File: src/rtl/scale_pkg.sv
// Shared definitions for the nearest-neighbour image scaler:
// scale-mode encoding, controller states and output-size helper.
package scale_pkg;

  localparam logic [1:0] SCALE_X1   = 2'd0;
  localparam logic [1:0] SCALE_X2   = 2'd1;
  localparam logic [1:0] SCALE_X4   = 2'd2;
  localparam logic [1:0] SCALE_HALF = 2'd3;

  typedef enum logic [1:0] {
    IDLE  = 2'd0,
    RUN   = 2'd1,
    DRAIN = 2'd2
  } state_t;

  // Output extent of one axis for a given scale mode (halving floors).
  function automatic int unsigned out_dim(input int unsigned src_dim, input logic [1:0] mode);
    case (mode)
      SCALE_X2:   return src_dim << 1;
      SCALE_X4:   return src_dim << 2;
      SCALE_HALF: return src_dim >> 1;
      default:    return src_dim;
    endcase
  endfunction

endpackage

File: src/rtl/img_scale_stream_if.sv
// Pixel stream towards the LCD writer: ready/valid with frame/line markers.
interface img_scale_stream_if #(
  parameter int PIX_W = 16
);
  logic [PIX_W-1:0] pix_data;
  logic             pix_valid;
  logic             pix_ready;
  logic             pix_sof;
  logic             pix_eol;

  modport master (output pix_data, output pix_valid, output pix_sof, output pix_eol,
                  input pix_ready);
  modport slave  (input pix_data, input pix_valid, input pix_sof, input pix_eol,
                  output pix_ready);
endinterface

File: src/rtl/pix_skid_buf.sv
// Two-entry FIFO holding returned pixels with their tags; entry0 is always the head,
// so the head only changes on a pop and stays stable while the sink stalls.
module pix_skid_buf #(
  parameter int W = 18
) (
  input  logic         clk,
  input  logic         rst,
  input  logic         push_i,
  input  logic [W-1:0] push_data_i,
  input  logic         pop_i,
  output logic         valid_o,
  output logic [W-1:0] head_o,
  output logic [1:0]   occ_o
);

  logic [1:0]   occ_q;
  logic [W-1:0] entry0_q;
  logic [W-1:0] entry1_q;
  logic         pop;

  assign pop     = pop_i && (occ_q != 2'd0);
  assign valid_o = (occ_q != 2'd0);
  assign head_o  = entry0_q;
  assign occ_o   = occ_q;

  // The issuer's credit check guarantees push never lands on a full buffer.
  always_ff @(posedge clk) begin
    if (rst) begin
      occ_q    <= 2'd0;
      entry0_q <= '0;
      entry1_q <= '0;
    end else begin
      case ({push_i, pop})
        2'b10: begin
          if (occ_q == 2'd0) entry0_q <= push_data_i;
          else               entry1_q <= push_data_i;
          occ_q <= occ_q + 2'd1;
        end
        2'b01: begin
          entry0_q <= entry1_q;
          occ_q    <= occ_q - 2'd1;
        end
        2'b11: begin
          if (occ_q == 2'd1) begin
            entry0_q <= push_data_i;
          end else begin
            entry0_q <= entry1_q;
            entry1_q <= push_data_i;
          end
        end
        default: ;
      endcase
    end
  end

endmodule

File: src/rtl/img_scale_stream.sv
// Streams a nearest-neighbour scaled copy of a SRC_W x SRC_H BRAM frame to the LCD
// writer, one BRAM read per output pixel, throttled by a two-credit skid buffer.
module img_scale_stream
  import scale_pkg::*;
#(
  parameter int PIX_W  = 16,
  parameter int SRC_W  = 128,
  parameter int SRC_H  = 128,
  parameter int ADDR_W = $clog2(SRC_W*SRC_H)
) (
  input  logic               clk,
  input  logic               rst,
  input  logic               start,
  input  logic [1:0]         scale_x,
  input  logic [1:0]         scale_y,
  output logic               bram_en,
  output logic [ADDR_W-1:0]  bram_addr,
  input  logic [PIX_W-1:0]   bram_data,
  img_scale_stream_if.master pix,
  output logic               busy,
  output logic               frame_done
);

  localparam int MAX_D = (SRC_W > SRC_H) ? SRC_W : SRC_H;
  localparam int CW    = $clog2(4*MAX_D + 1);
  localparam int BW    = PIX_W + 2;
  localparam logic [ADDR_W-1:0] ROW_STEP = ADDR_W'(SRC_W);

  state_t            state_q;
  logic [1:0]        mode_x_q, mode_y_q;
  logic [CW-1:0]     ox_q, oy_q, oy_inc, out_w, out_h;
  logic [ADDR_W-1:0] row_base_q, row_step;
  logic [CW:0]       sx;
  logic              in_flight_q, fl_sof_q, fl_eol_q, busy_q, frame_done_q;
  logic              issue, pop, last_col, last_row, iss_sof;
  logic [2:0]        credit_use;
  logic [1:0]        occ;
  logic              head_valid;
  logic [BW-1:0]     head;

  assign out_w    = CW'(out_dim(SRC_W, mode_x_q));
  assign out_h    = CW'(out_dim(SRC_H, mode_y_q));
  assign last_col = (ox_q == out_w - CW'(1));
  assign last_row = (oy_q == out_h - CW'(1));
  assign iss_sof  = (ox_q == '0) && (oy_q == '0);
  assign oy_inc   = oy_q + CW'(1);

  always_comb begin
    case (mode_x_q)
      SCALE_X2:   sx = {1'b0, ox_q} >> 1;
      SCALE_X4:   sx = {1'b0, ox_q} >> 2;
      SCALE_HALF: sx = {1'b0, ox_q} << 1;
      default:    sx = {1'b0, ox_q};
    endcase
  end

  // Row base advances only when the new output line maps to a new source row.
  always_comb begin
    row_step = '0;
    case (mode_y_q)
      SCALE_X1: row_step = ROW_STEP;
      SCALE_X2: if (oy_inc[0] == 1'b0) row_step = ROW_STEP;
      SCALE_X4: if (oy_inc[1:0] == 2'b00) row_step = ROW_STEP;
      default:  row_step = ROW_STEP << 1;
    endcase
  end

  assign pop        = head_valid && pix.pix_ready;
  assign credit_use = {1'b0, occ} + {2'b00, in_flight_q} - {2'b00, pop};
  assign issue      = (state_q == RUN) && (credit_use < 3'd2);
  assign bram_en    = issue;
  assign bram_addr  = row_base_q + ADDR_W'(sx);

  pix_skid_buf #(.W(BW)) u_skid (
    .clk         (clk),
    .rst         (rst),
    .push_i      (in_flight_q),
    .push_data_i ({fl_sof_q, fl_eol_q, bram_data}),
    .pop_i       (pop),
    .valid_o     (head_valid),
    .head_o      (head),
    .occ_o       (occ)
  );

  assign pix.pix_data  = head[PIX_W-1:0];
  assign pix.pix_valid = head_valid;
  assign pix.pix_sof   = head_valid && head[PIX_W+1];
  assign pix.pix_eol   = head_valid && head[PIX_W];
  assign busy          = busy_q;
  assign frame_done    = frame_done_q;

  always_ff @(posedge clk) begin
    if (rst) begin
      state_q      <= IDLE;
      mode_x_q     <= SCALE_X1;
      mode_y_q     <= SCALE_X1;
      ox_q         <= '0;
      oy_q         <= '0;
      row_base_q   <= '0;
      in_flight_q  <= 1'b0;
      fl_sof_q     <= 1'b0;
      fl_eol_q     <= 1'b0;
      busy_q       <= 1'b0;
      frame_done_q <= 1'b0;
    end else begin
      in_flight_q <= issue;
      fl_sof_q    <= issue && iss_sof;
      fl_eol_q    <= issue && last_col;
      case (state_q)
        IDLE: begin
          if (start) begin
            mode_x_q     <= scale_x;
            mode_y_q     <= scale_y;
            ox_q         <= '0;
            oy_q         <= '0;
            row_base_q   <= '0;
            frame_done_q <= 1'b0;
            busy_q       <= 1'b1;
            state_q      <= RUN;
          end
        end
        RUN: begin
          if (issue) begin
            if (last_col) begin
              ox_q       <= '0;
              oy_q       <= oy_inc;
              row_base_q <= row_base_q + row_step;
              if (last_row) state_q <= DRAIN;
            end else begin
              ox_q <= ox_q + CW'(1);
            end
          end
        end
        DRAIN: begin
          // Final pixel: nothing in flight and it is the only buffered entry.
          if (!in_flight_q && (occ == 2'd1) && pop) begin
            frame_done_q <= 1'b1;
            busy_q       <= 1'b0;
            state_q      <= IDLE;
          end
        end
        default: state_q <= IDLE;
      endcase
    end
  end

endmodule

File: src/flat_wrapper.sv
// flat-port wrapper written by rule: the top's interface ports become plain ports
module img_scale_stream_flat import scale_pkg::*;
#(
  parameter int PIX_W  = 16,
  parameter int SRC_W  = 128,
  parameter int SRC_H  = 128,
  parameter int ADDR_W = $clog2(SRC_W*SRC_H)
)
  (clk, rst, start, scale_x, scale_y, bram_en, bram_addr, bram_data, busy, frame_done, pix_pix_data, pix_pix_valid, pix_pix_sof, pix_pix_eol, pix_pix_ready);
  img_scale_stream_if #(.PIX_W(PIX_W)) pix_i ();
  input  logic clk;
  input  logic rst;
  input  logic start;
  input  logic [1:0] scale_x;
  input  logic [1:0] scale_y;
  output logic bram_en;
  output logic [ADDR_W-1:0] bram_addr;
  input  logic [PIX_W-1:0] bram_data;
  output logic busy;
  output logic frame_done;
  output wire logic [$bits(pix_i.pix_data)-1:0] pix_pix_data;
  output wire logic [$bits(pix_i.pix_valid)-1:0] pix_pix_valid;
  output wire logic [$bits(pix_i.pix_sof)-1:0] pix_pix_sof;
  output wire logic [$bits(pix_i.pix_eol)-1:0] pix_pix_eol;
  input wire logic [$bits(pix_i.pix_ready)-1:0] pix_pix_ready;
  assign pix_pix_data = pix_i.pix_data;
  assign pix_pix_valid = pix_i.pix_valid;
  assign pix_pix_sof = pix_i.pix_sof;
  assign pix_pix_eol = pix_i.pix_eol;
  assign pix_i.pix_ready = pix_pix_ready;
  img_scale_stream #(.PIX_W(PIX_W), .SRC_W(SRC_W), .SRC_H(SRC_H), .ADDR_W(ADDR_W)) u_core (.clk(clk), .rst(rst), .start(start), .scale_x(scale_x), .scale_y(scale_y), .bram_en(bram_en), .bram_addr(bram_addr), .bram_data(bram_data), .pix(pix_i), .busy(busy), .frame_done(frame_done));
endmodule
File: config.mk
export PLATFORM = sky130hd
export DESIGN_NAME = img_scale_stream_flat
export DESIGN_NICKNAME = d
export VERILOG_FILES = /design/src/rtl/scale_pkg.sv /design/src/rtl/img_scale_stream_if.sv /design/src/rtl/pix_skid_buf.sv /design/src/rtl/img_scale_stream.sv /design/src/flat_wrapper.sv
export SDC_FILE = /design/constraint.sdc
export NUM_CORES = 1
export LEC_CHECK = 0
export ABC_CLOCK_PERIOD_IN_PS = 3700
export CAP_MARGIN = 10
export CORE_ASPECT_RATIO = 1.1
export CORE_MARGIN = 2
export CORE_UTILIZATION = 50
export CTS_BUF_LIST = sky130_fd_sc_hd__clkbuf_8
export CTS_CLUSTER_SIZE = 12
export DETAILED_ROUTE_END_ITERATION = 8
export GPL_TIMING_DRIVEN = 0
export PLACE_DENSITY = 0.75
export SLEW_MARGIN = 20
export SYNTH_ARGS = -nofsm -noshare
export SYNTH_HDL_FRONTEND = slang
export SYNTH_SLANG_ARGS = --single-unit
export TNS_END_PERCENT = 30
File: constraint.sdc
create_clock -name clk -period 3.7 [get_ports clk]
set_input_delay 1.11 -clock clk [delete_from_list [all_inputs] [get_ports clk]]
set_output_delay 1.11 -clock clk [all_outputs]
set_load 0.005 [all_outputs]
==> Yosys cells after proc, flatten, opt, wreduce, memory -nomap -nowiden <==
Cells that the tools add are included.
{ "classes": {"n_addsub": 10, "order_cmp": 1, "n_eq_ne": 22, "muxes": 36, "reduce_logical": 30} }
{ "op_table": {"columns": ["operator", "n"], "rows": [
  ["$mux 18", 4],
  ["$pmux 10 s3", 2],
  ["$pmux 18 s3", 1],
  ["$mux 10", 5],
  ["$mux 14", 3],
  ["$pmux 14 s3", 1],
  ["$pmux 10 s2", 2],
  ["$pmux 18 s2", 1],
  ["$pmux 11 s3", 1],
  ["$pmux 14 s2", 1],
  ["$add 10x1->10 const B", 2],
  ["$eq 10x10->1", 2],
  ["$logic_not 10->1", 2],
  ["$sub 10x1->10 const B", 2],
  ["$mux 8", 2],
  ["$add 14x11->14", 1],
  ["$add 14x14->14", 1],
  ["$eq 2x2->1 const B", 7],
  ["$eq 2x1->1 const B", 5],
  ["$logic_and 1x1->1", 10],
  ["$mux 2", 5],
  ["$reduce_bool 2->1", 5],
  ["$reduce_and 3->1", 3],
  ["$logic_not 2->1", 4],
  ["other kinds (16)", 27]
]} }
{ "word_totals": {"ff_bits": 83, "inputBits": 24, "output_inout_bits": 36, "elab_cells": 113} }

==> Depth between registers and ports, before layout <==
{ "depth": {"word_depth": 8, "ltp_mapped": 12, "ltp_nobuf": 11} }

==> Hierarchy <==
A second synthesis with hierarchy kept.
{ "hier_totals": {"hier_cells": 567, "area_unflattened_um2": 4650.7} }
{ "by_module_without_submodules": {"columns": ["module", "n_inst", "cells_per_inst", "area_each_um2", "seq_area_each_um2"], "rows": [
  ["img_scale_stream", 1, 353, 2860.2, 760.7],
  ["pix_skid_buf", 1, 214, 1790.5, 760.7]
]} }

==> Least setup slack after synthesis <==
Ideal clock, no wire load.
{ "synth_path": {"path_kind": "input -> output", "start": "input port pix_pix_ready", "end": "output port bram_en", "arrival_time_ps": 2577, "t_required_ps": 2590, "slack_ps": 13, "path_stages": 7, "n_path_buf": 0, "cell_sequence": "nor2b_1 > ha_1 > nand2b_1 > fa_1 > xnor2_1 > nand2_1 > nor2_1"} }
{ "synth_via": {"elab_chain_len": 4} }
{ "synth_rtl": {"columns": ["item", "line_no", "source"], "rows": [
  ["start: declaration", "flat_wrapper.sv:25", "input wire logic [$bits(pix_i.pix_ready)-1:0] pix_pix_ready;"],
  ["$logic_and 1x1->1", "img_scale_stream.sv:68", "assign pop = head_valid && pix.pix_ready;"],
  ["$sub 3x1->3", "img_scale_stream.sv:69", "assign credit_use = {1'b0, occ} + {2'b00, in_flight_q} - {2'b00, pop};"],
  ["$lt 3x2->1", "img_scale_stream.sv:70", "assign issue = (state_q == RUN) && (credit_use < 3'd2);"],
  ["$logic_and 1x1->1", "img_scale_stream.sv:70", null],
  ["end: declaration", "flat_wrapper.sv:16", "output logic bram_en;"]
]} }
No other way between the ends.

==> Final worst setup path <==
{ "layout_path": {"start": "register u_core.mode_x_q[0]", "end": "output port bram_addr[13]"} }
{ "layout_via": {"elab_chain_len": 3, "word_cells_on_any_way": 5, "classes_between": "add/sub: 1; eq/ne: 3; mux: 1"} }
{ "layout_rtl": {"columns": ["item", "line_no", "source"], "rows": [
  ["start: declaration", "img_scale_stream.sv:30", "logic [1:0] mode_x_q, mode_y_q;"],
  ["start signal: assignment", "img_scale_stream.sv:112", "mode_x_q <= scale_x;"],
  ["$eq 2x2->1 / $eq 2x1->1 (equally long branches)", "img_scale_stream.sv:49", "case (mode_x_q)"],
  ["$pmux 11 s3 (*)", "img_scale_stream.sv:49", null],
  ["$add 14x11->14 (*)", "img_scale_stream.sv:72", "assign bram_addr = row_base_q + ADDR_W'(sx);"],
  ["end: declaration", "flat_wrapper.sv:17", "output logic [ADDR_W-1:0] bram_addr;"]
]} }
Mark *: on every way between the ends. The rest lies on a longest branch, timed or not.

==> run_results.csv <==
group,metric,value,unit
critical_path,arrival,2.67,ns
critical_path,crit_path_end_kind,"primary output",
layout,stdcell_area,5770,um2
power_and_ir_drop,ir_worst_vdd,0.304,mV
power_and_ir_drop,p_leak,2.35,nW
sta,tightest_slew,0.788,ns
synthesis,async_reset_ff_share,0,%
critical_path,cp_num_buf_inv,3,
critical_path,crit_path_end,"bram_addr[13]",
critical_path,rr_startpoint,"u_core.u_skid.occ_o[0]",
critical_path,r2r_slack,0.51,ns
routing,ant_nets,0,
routing,drc,0,
sta,finClkSkew,0.0133,ns
clocking,clk_path_buf_depth,2,
clocking,cts.hold.buffers_added,0,
die,io_pins,60,
routing,drt_wl_total,11500,um
critical_path,cp_max_fo,4,
synthesis,yosys-top-cells-area,"dfxtp_1 (34%), ha_1 (8.4%), nor2_1 (6.3%)",
clocking,path_clk_slew,0.08,ns
synthesis,yosysSeqAreaShare,33.9,%
die,core_area,8780,um2
sta,max-slew-margin-rel,47.5,%
die,die-area,9750,um2
layout,fin_nets,664,
synthesis,synth.top_cell.area_share,33.9,%
sta,rsz0062_at_grt,"true",
grt,overflow,0,
place,dp_hpwl,7810,um
critical_path,cp.depth,12,
synthesis,yosysWarnings,0,
routing,first_iter_violations,220,
place,io_buffers,59,
grt,grt_pass1_wl,18600,um
die,dieHeight,103,um
routing,wl_per_cell,15.9,um
clocking,cts-root-buf,"clkbuf_8",
sta,slew_viol_final,0,
grt,grt_max_degree,16,
sta,layout_min_cycle_time,3.78,ns
critical_path,max_stage_delay,0.40,ns
critical_path,r2r_end,"u_core.row_base_q[7]",
grt,grt_usage,24.2,%
clocking,htreeDepth,3,
synthesis,synth_area,4490,um2
critical_path,crit_slowest_cell,"dfxtp_4",
sta,setup_viol,4,
layout,syn_to_final_growth,28.7,%
sta,fin_tns_setup,-0.300,ns
synthesis,synth.distinct_cells,61,
grt,first_global_vias,3992,
routing,num_vias,4029,
status,violations,"setup timing",
layout,drive_above_1_share,19.2,%
critical_path,crit_start,"u_core.mode_x_q[0]",
synthesis,yosysTopAreaCell,"dfxtp_1",
flow_run,cap_violations,0,
critical_path,rr_worst_depth,13,
critical_path,worstPathRequired,2.59,ns
sta,fin_ws,-0.0846,ns
power_and_ir_drop,powerDensity,489,nW/um2
place,gp_congestion,0.902,
synthesis,ys_ff_latch,76,
layout,fillCellCount,741,
clocking,cts.sinks,76,
sta,whs,0.470,ns
synthesis,syn_inst,516,
clocking,clk-insertion-delay-late,0.36,ns
status,status,"finished with violations",
place,dpl-instance-area,5220,um2
critical_path,crit_type,"flip-flop to primary output",
synthesis,syn-num-nets,572,
clocking,numCtsBuffers,9,
die,start_util,51.1,%
sta,hold_violations,0,
routing,dr.pass1.iters,6,
die,die_x,94.3,um
synthesis,synth_area_per_cell,8.69,um2
critical_path,worstPathCellList,"inv_4 > ha_4 > buf_6 > a221o_1 > mux2_4 > ha_4 > a21o_1 > a21o_1 > a21oi_2 > nor2_1 > xor2_1 > buf_2",
routing,viasPerCell,5.54,
grt,antenna_found_initial,0,
critical_path,crit_family,"compound AO/OA/AOI/OAI gates",
sta,fin_crit_sh,102,%
die,core.rowCount,36,
synthesis,synth_edf_count,0,
critical_path,critPathLaunchType,"flip-flop",
layout,diodes,0,
synthesis,synthFlopType,"dfxtp_1",
min_path,hp-class,"flip-flop to flip-flop",
sta,fmax,264,MHz
clocking,cts_tree,"built",
## how the worst min path moves through the flow
| stage | slack, ns | to | cells past startpoint | start |
|---|---|---|---|---|
| final | 0.47 | u_core.frame_done | 2 | u_core.frame_done |
| after global routing | 0.49 | u_core.frame_done | 2 | u_core.frame_done |
| after CTS | 0.47 | u_core.frame_done | 2 | u_core.frame_done |
| after detailed placement | 0.45 | u_core.frame_done | 2 | u_core.frame_done |
| after global placement | 0.44 | u_core.frame_done | 2 | u_core.frame_done |
| after floorplan | 0.45 | u_core.frame_done | 2 | u_core.frame_done |
## kinds of logic after synthesis
family | Yosys count | share of synthesized area (%)
AND/OR/NAND/NOR | 181 | 20.2
AO/OA/AOI/OAI | 91 | 15.3
flip-flops | 76 | 33.9
buffers and inverters | 74 | 8.20
XOR/XNOR | 34 | 6.97
adder cells (fa/ha/maj) | 32 | 9.26
multiplexers | 27 | 6.08
other | 1 | 0.0836
## synth_stat cells, types with 2 or more instances
cell type	number
a221oi_1	4
a21o_1	3
nand2b_1	5
mux2_2	2
xnor2_1	24
nor4_1	8
nor3_2	5
nand3_1	7
ha_1	30
clkbuf_1	17
buf_6	2
nor3_1	5
buf_4	16
o21ai_0	7
fa_1	2
nand3b_1	2
a21oi_1	15
or3_1	3
a222oi_1	4
nor2b_1	8
nand2_1	36
inv_1	26
buf_2	10
and3_1	3
and4_1	3
mux2i_1	25
clkbuf_2	2
a211oi_1	21
and2_1	3
a221o_1	2
xor2_1	9
o311ai_1	2
nor2_1	75
nand4_1	9
dfxtp_1	76
a22oi_1	20
## cells in the final DEF, fill, tap and decap left out, types with 7 or more instances in the layout
cell | Yosys | final
nor2_1 | 75 | 74
dfxtp_1 | 76 | 73
clkdlybuf4s50_1 | 0 | 51
nand2_1 | 36 | 36
buf_4 | 16 | 34
mux2i_1 | 25 | 25
inv_1 | 26 | 24
xnor2_1 | 24 | 23
ha_1 | 30 | 23
a211oi_1 | 21 | 21
a22oi_1 | 20 | 19
clkbuf_1 | 17 | 17
a21oi_1 | 15 | 12
buf_2 | 10 | 11
buf_6 | 2 | 9
nand4_1 | 9 | 9
xor2_1 | 9 | 9
clkbuf_8 | 0 | 9
nor4_1 | 8 | 8
nor2b_1 | 8 | 7
nand3_1 | 7 | 7
ha_4 | 0 | 7
## timing repair
action,in CTS,in global routing
resized for setup,75,4
pin swaps,18,6
endpoints found under the setup margin,35,8
buffers inserted,20,3
## registers in the layout, indices dropped and copies added (netlist names), 2 cells and up
name,flops
u_core.ox_q,10
u_core.mode_x_q,2
u_core.mode_y_q,2
u_core.u_skid.occ_o,2
u_core.state_q,2
u_core.u_skid.entry1_q,18
u_core.oy_q,10
u_core.u_skid.head_o,18
u_core.row_base_q,7
## per-stage QoR
stage          utilization, %  total power [mW]  worst slack, ns  std cells
6_report                 65.7              2.83          -0.0846        727
5_1_grt                  65.7              3.00           -0.163        727
4_1_cts                  65.4              2.82          -0.0719        724
3_5_place_dp             59.4              2.13            -1.24        689
3_3_place_gp             59.4              2.10            -1.19        689
2_1_floorplan               -              1.73           0.0125        516
## final cells by class
cell class	count	area, um2	share of cell area (%)
Clock inverter	7	57.6	0.997
Buffer	47	284	4.92
Multi-Input combinational cell	366	2770	48.0
Sequential cell	76	1530	26.5
Inverter	26	100	1.73
Clock buffer	9	124	2.15
Timing Repair Buffer	82	764	13.2
Tap cell	114	143	2.47
## report_power, final
group	internal (mW)	switching (mW)	leakage [nW]	total, mW
registers	0.946	0.0933	0.620	1.04
logic	0.595	0.586	1.65	1.18
clock network	0.252	0.353	0.0829	0.605
## worst register-to-register path, cell delays in order, from the launching register on
cell and delay (ns):
dfxtp_1 0.45, inv_1 0.07, ha_1 0.31, nor2b_4 0.18, ha_4 0.20, nand2b_4 0.13, fa_2 0.36, xnor2_2 0.16
buf_4 0.16, a31oi_1 0.33, buf_2 0.37, nor2_2 0.14, mux2i_1 0.18, nor2_1 0.05
## per-layer routing
| layer | part of all wire (%) | global-route usage (%) |
|---|---|---|
| met3 | 4.6 | 3.91 |
| met1 | 42 | 28.4 |
| met4 | 3.1 | 12.4 |
| met5 | 0 | 0 |
| met2 | 50 | 43.0 |
Power figures use the tool's default switching activity.
